### config.mk
export PLATFORM = sky130hd
export DESIGN_NAME = cdb_arbiter_flat
export DESIGN_NICKNAME = d
export VERILOG_FILES = /design/src/rtl/cdb_arbiter_if.sv /design/src/rtl/cdb_arbiter.sv /design/src/flat_wrapper.sv
export SDC_FILE = /design/constraint.sdc
export NUM_CORES = 1
export LEC_CHECK = 0
export CAP_MARGIN = 20
export CORE_MARGIN = 3
export CORE_UTILIZATION = 27
export CTS_BUF_LIST = sky130_fd_sc_hd__clkbuf_4
export DETAILED_ROUTE_END_ITERATION = 12
export GPL_TIMING_DRIVEN = 0
export MAX_ROUTING_LAYER = met4
export PLACE_DENSITY = 0.59
export SLEW_MARGIN = 15
export SYNTH_ARGS = -nofsm -noshare
export SYNTH_HDL_FRONTEND = slang
export SYNTH_SLANG_ARGS = --single-unit
### constraint.sdc
create_clock -name clk_i -period 4.45 [get_ports clk_i]
set_clock_uncertainty 0.05 [all_clocks]
set_input_delay 0.445 -clock clk_i [delete_from_list [all_inputs] [get_ports clk_i]]
set_output_delay 0.445 -clock clk_i [all_outputs]
set_load 0.01 [all_outputs]
### src/rtl/cdb_arbiter_if.sv
// Shared types for the common data bus plus the FU-to-arbiter request interface.
// Each FU lane carries valid/tag/value toward the arbiter and receives a ready (grant) back.
package cdb_pkg;
    typedef logic [3:0]  rs_tag_t;
    typedef logic [31:0] word32_t;

    localparam rs_tag_t NO_VAL  = 4'd0;
    localparam rs_tag_t ALU_1   = 4'd1;
    localparam rs_tag_t ALU_2   = 4'd2;
    localparam rs_tag_t MUL_1   = 4'd3;
    localparam rs_tag_t SHIFT_1 = 4'd4;
    localparam rs_tag_t LSU_1   = 4'd5;

    typedef struct packed {
        rs_tag_t tag;
        word32_t val;
    } cdb_t;

    localparam cdb_t CDB_IDLE = '{tag: NO_VAL, val: 32'd0};
endpackage

interface cdb_arbiter_if #(parameter int NUM_REQ = 4);
    import cdb_pkg::*;

    logic [NUM_REQ-1:0] req_valid;
    rs_tag_t            req_tag [NUM_REQ];
    word32_t            req_val [NUM_REQ];
    logic [NUM_REQ-1:0] req_ready;

    modport master (output req_valid, output req_tag, output req_val, input req_ready);
    modport slave  (input req_valid, input req_tag, input req_val, output req_ready);
endinterface

### src/rtl/cdb_arbiter.sv
// Purpose: picks one FU result per cycle (round-robin, or fixed priority with CDB_ARB_FIXED_PRIO_EN) for the CDB.
// Latency: grant in cycle N, registered broadcast on cdb_o during cycle N+1 only; idle tag otherwise.
// Backpressure: losers and NO_VAL requests see ready low and hold; flush_i withholds all grants for the cycle.
module cdb_arbiter
    import cdb_pkg::*;
#(
    parameter int NUM_REQ = 4,
    parameter int CNT_W   = 16
) (
    input  logic              clk_i,
    input  logic              reset_ni,
    input  logic              flush_i,
    cdb_arbiter_if.slave      req_if,
    output cdb_t              cdb_o,
    output logic [CNT_W-1:0]  bcast_cnt_o,
    output logic              err_o
);
    localparam int IDX_W = $clog2(NUM_REQ);

    logic [NUM_REQ-1:0] elig;
    logic [NUM_REQ-1:0] bad_req;
    logic               any_elig;
    logic               take;
    logic [IDX_W-1:0]   gnt_idx;

    cdb_t               cdb_q, cdb_d;
    logic [CNT_W-1:0]   cnt_q, cnt_d;
    logic               err_q, err_d;

    always_comb begin
        elig    = '0;
        bad_req = '0;
        for (int i = 0; i < NUM_REQ; i++) begin
            elig[i]    = req_if.req_valid[i] && (req_if.req_tag[i] != NO_VAL);
            bad_req[i] = req_if.req_valid[i] && (req_if.req_tag[i] == NO_VAL);
        end
    end

`ifdef CDB_ARB_FIXED_PRIO_EN
    always_comb begin
        any_elig = 1'b0;
        gnt_idx  = '0;
        // Descending scan so the lowest eligible index is the last write.
        for (int i = NUM_REQ - 1; i >= 0; i--) begin
            if (elig[i]) begin
                any_elig = 1'b1;
                gnt_idx  = IDX_W'(i);
            end
        end
    end
`else
    logic [IDX_W-1:0] ptr_q, ptr_d;

    always_comb begin : rr_search
        int idx;
        idx      = 0;
        any_elig = 1'b0;
        gnt_idx  = '0;
        // Scan farthest-from-pointer first so the closest eligible requester wins.
        for (int k = NUM_REQ - 1; k >= 0; k--) begin
            idx = int'(ptr_q) + k;
            if (idx >= NUM_REQ) begin
                idx = idx - NUM_REQ;
            end
            if (elig[idx]) begin
                any_elig = 1'b1;
                gnt_idx  = IDX_W'(idx);
            end
        end
    end

    always_comb begin
        ptr_d = ptr_q;
        if (take) begin
            ptr_d = (gnt_idx == IDX_W'(NUM_REQ - 1)) ? '0 : gnt_idx + 1'b1;
        end
    end

    always_ff @(posedge clk_i or negedge reset_ni) begin
        if (!reset_ni) begin
            ptr_q <= '0;
        end else begin
            ptr_q <= ptr_d;
        end
    end
`endif

    assign take = any_elig && !flush_i && reset_ni;

    always_comb begin
        req_if.req_ready = '0;
        if (take) begin
            req_if.req_ready = NUM_REQ'(1) << gnt_idx;
        end
    end

    always_comb begin
        cdb_d = CDB_IDLE;
        cnt_d = cnt_q;
        err_d = err_q | (|bad_req);
        if (take) begin
            cdb_d.tag = req_if.req_tag[gnt_idx];
            cdb_d.val = req_if.req_val[gnt_idx];
            cnt_d     = cnt_q + 1'b1;
        end
    end

    always_ff @(posedge clk_i or negedge reset_ni) begin
        if (!reset_ni) begin
            cdb_q <= CDB_IDLE;
            cnt_q <= '0;
            err_q <= 1'b0;
        end else begin
            cdb_q <= cdb_d;
            cnt_q <= cnt_d;
            err_q <= err_d;
        end
    end

    assign cdb_o       = cdb_q;
    assign bcast_cnt_o = cnt_q;
    assign err_o       = err_q;
endmodule
### src/flat_wrapper.sv
// flat-port wrapper written by rule: the top's interface ports become plain ports
module cdb_arbiter_flat import cdb_pkg::*;
#(
    parameter int NUM_REQ = 4,
    parameter int CNT_W   = 16
)
  (clk_i, reset_ni, flush_i, cdb_o, bcast_cnt_o, err_o, req_if_req_valid, req_if_req_tag, req_if_req_val, req_if_req_ready);
  cdb_arbiter_if #(.NUM_REQ(NUM_REQ)) req_if_i ();
  input  logic clk_i;
  input  logic reset_ni;
  input  logic flush_i;
  output cdb_t cdb_o;
  output logic [CNT_W-1:0] bcast_cnt_o;
  output logic err_o;
  input wire logic [$bits(req_if_i.req_valid)-1:0] req_if_req_valid;
  input wire logic [$bits(req_if_i.req_tag)-1:0] req_if_req_tag;
  input wire logic [$bits(req_if_i.req_val)-1:0] req_if_req_val;
  output wire logic [$bits(req_if_i.req_ready)-1:0] req_if_req_ready;
  assign req_if_i.req_valid = req_if_req_valid;
  assign req_if_i.req_tag = {>>{req_if_req_tag}};
  assign req_if_i.req_val = {>>{req_if_req_val}};
  assign req_if_req_ready = req_if_i.req_ready;
  cdb_arbiter #(.NUM_REQ(NUM_REQ), .CNT_W(CNT_W)) u_core (.clk_i(clk_i), .reset_ni(reset_ni), .flush_i(flush_i), .req_if(req_if_i), .cdb_o(cdb_o), .bcast_cnt_o(bcast_cnt_o), .err_o(err_o));
endmodule
==> summary.txt <==
P_leak = 2.37 nW
main flop type after synthesis = dfrtp_1
Max Cap Violations = 0
final core utilization = 48.2%
GPL Wtd Cong = 0.758
Avg Synthesized Cell Area = 12.5 um^2
global-route wire length before repair = 16800 um
Gate Count Post-Synth = 258
Die H = 115 um
gr usage total = 16.6%
Seq/Total Area, Yosys = 42.6%
post-synth top area share = 42.6%
CTS resizes = 0
RSZ-0062 raised after global routing = false
Critical Path Source = req_if_req_tag[13]
EDFF count, synth = 0
Critical Path Most Common Cell = clkdlybuf4s50_1
maximum clock insertion buffer count = 2
die width = 115 um
CTS buffer count = 5
via count of the first global-routing pass = 2993
Detailed Place HPWL = 9050 um
status = finished clean
combinational share of power = 50.0%
share of the clock period used by the worst path = 86.4%
min-delay worst type = input pin to async pin
worst setup margin = 0.607 ns
Psw = 0.612 mW
worst skew pair latency = 0.39 ns
critical path startpoint category = input pin
Critical R2R Launch = u_core.ptr_q[0]
syn_nets = 414
Hold Fails Final Rpt = 0
Flop pwr share = 36.1%
flops & latches, synth = 55
IO buf count = 207
worst-case headroom to the max-slew limit = 61.2%
buffer count from post-CTS setup fixing = 0
max-slew violation count = 0
post-synth top area cell = dfrtp_1
# IOs = 208
# DRC = 0
routed length per placed instance = 18.5 um
initial DRC count = 94
Std-Cell Rows = 39
core area = 11600 um^2
Setup violations, final = 0
Pint = 1.12 mW
Initial Util = 27.9%
post-layout min period = 3.84 ns
Critical Path Max Stage Delay = 0.57 ns
R2R setup slack = 2.39 ns
area delta synth->final = 72.7%
die area = 13300 um^2
Req. time, crit path = 3.95 ns
vias after detailed routing = 2957
Routed Antenna Nets = 0
crit-path max FO = 11
Final #Nets = 630
terminus of the critical flop-to-flop path = u_core.ptr_q[1]
Placed Cells = 609
Net Sw Frac = 35.4%
Fmax = 260 MHz
Cell Area, Synth = 3230 um^2
Fin Hold WS = 0.378 ns
Clock power frac = 13.9%
slew of the pin with the lowest slew margin = 0.582 ns
Routed WL = 11400 um
CP arrival = 3.35 ns
ys async rst share = 100%
synth unique cells = 36
FILL cells = 1112
CP Cell Sequence = clkdlybuf4s50_1, o41ai_4, o22ai_1, a221oi_2, buf_6, buf_4, inv_2, ha_1, and2_1, clkdlybuf4s50_1
global route overflow = 0
via/cell ratio = 4.78
CP max stage cell = o41ai_4
critical path class = input pin to primary output
Design Area, Final = 5580 um^2
Layout Cells excl Fill = 619
Worst R2R Path Depth = 8
Peak VDD IR = 0.193 mV
clk slew on worst S/H paths = 0.18 ns
setup_tns = 0 ns
CTS tree = yes
Pre-antenna DRT Iters = 4
Pwr Density = 310 nW/um^2
Synth area leaders = dfrtp_1 43%, mux2i_1 22%, o22ai_2 9.7%
antenna violations before repair = 1
H-Tree Depth = 2
largest net degree at the start of global routing = 43
root buffer cell = clkbuf_4
layout cell share with drive strength beyond 1 = 13.1%
Worst setup EP type = primary output
DP Area = 5510 um^2
total power = 1.73 mW
DP Worst Slack = 0.659 ns
clock sink total = 55
YS warnings = 0
-- power groups by stage --
stage	registers, mW	clock network, mW	logic, mW
final	0.625	0.241	0.865
after global routing	0.637	0.270	0.927
after CTS	0.626	0.256	0.882
after detailed placement	0.636	0	0.878
after global placement	0.633	0	0.871
after floorplan	0.662	0	0.441
-- Yosys cell counts, drive strengths merged, types with 2 or more instances --
cell	count
clkbuf	2
and3	3
a21oi	2
xor2	2
ha	5
nand2	10
o21ai	2
nand3	2
nor2	2
mux2i	72
xnor2	13
nand4	6
o22ai	38
nor4	4
dfrtp	55
and4	3
buf	14
inv	3
o41ai	4
and2	7
-- layout by cell type, fill, tap and decap left out, types with 2 or more instances in the layout --
| cell type | instances |
|---|---|
| and2_1 | 7 |
| dfrtp_1 | 55 |
| o22ai_2 | 25 |
| clkdlybuf4s50_1 | 206 |
| o22ai_1 | 13 |
| nand4_1 | 6 |
| clkbuf_4 | 5 |
| mux2i_1 | 72 |
| and3_1 | 3 |
| inv_2 | 2 |
| a21oi_1 | 2 |
| nand3_1 | 2 |
| buf_6 | 3 |
| nor4_1 | 4 |
| o41ai_4 | 3 |
| xor2_1 | 2 |
| nand2_1 | 8 |
| nor2_1 | 2 |
| xnor2_1 | 13 |
| and4_1 | 3 |
| ha_1 | 5 |
| buf_4 | 7 |
| clkbuf_1 | 2 |
| nand2_2 | 2 |
| buf_2 | 5 |
-- state kept, by name, summed over array words and instances, names as in the netlist --
name	count
u_core.err_o	1
u_core.ptr_q	2
u_core.bcast_cnt_o	16
u_core.cdb_o	36
-- area by class of cell --
cell class | count | area [um^2] | area share [%]
clock inverters | 3 | 22.5 | 0.404
diodes | 1 | 2.50 | 0.0449
flip-flops and latches | 55 | 1380 | 24.7
multi-input cells | 184 | 1730 | 31.0
well taps | 143 | 179 | 3.21
clock buffers | 5 | 37.5 | 0.673
repair buffers | 209 | 2110 | 37.8
plain buffers | 16 | 111 | 2.00
inverters | 3 | 11.3 | 0.202
-- how the worst max path moves through the flow --
stage                                endpoint
after CTS                 req_if_req_ready[2]
after global placement    req_if_req_ready[3]
after floorplan           req_if_req_ready[0]
final                     req_if_req_ready[2]
after detailed placement  req_if_req_ready[2]
after global routing      req_if_req_ready[3]
-- layer usage --
| metal | routed length (um) | vias up | track usage (%) |
|---|---|---|---|
| met4 | 119 | 0 | 3.76 |
| met2 | 5930 | 122 | 29.7 |
| li1 | - | 1411 | - |
| met3 | 754 | 6 | 2.63 |
| met1 | 4630 | 1418 | 19.6 |
| met5 | 0 | - | - |
-- worst max-delay path: cells and delay by family --
kind / cells / cell delay, ns
adder cells (fa/ha/maj): 1 / 0.18
buffers and inverters: 5 / 1.53
AO/OA/AOI/OAI: 3 / 1.05
AND/OR/NAND/NOR: 1 / 0.13
-- timing repair --
item / CTS / global route
setup endpoints to repair: 0 / 0
hold endpoints to repair: 14 / 0
hold buffers: 1 / 0
-- kinds of logic after synthesis --
group	count (synthesis)	synth area share, %
AOI/OAI and AO/OA	51	17.8
xor gates and xnor gates	15	4.07
adders and majority gates	5	1.94
buffers and inverters	19	3.80
DFF	55	42.6
muxes	73	22.7
and+or+nand+nor	40	7.17
Note: power is estimated with default switching activity, not from simulation.
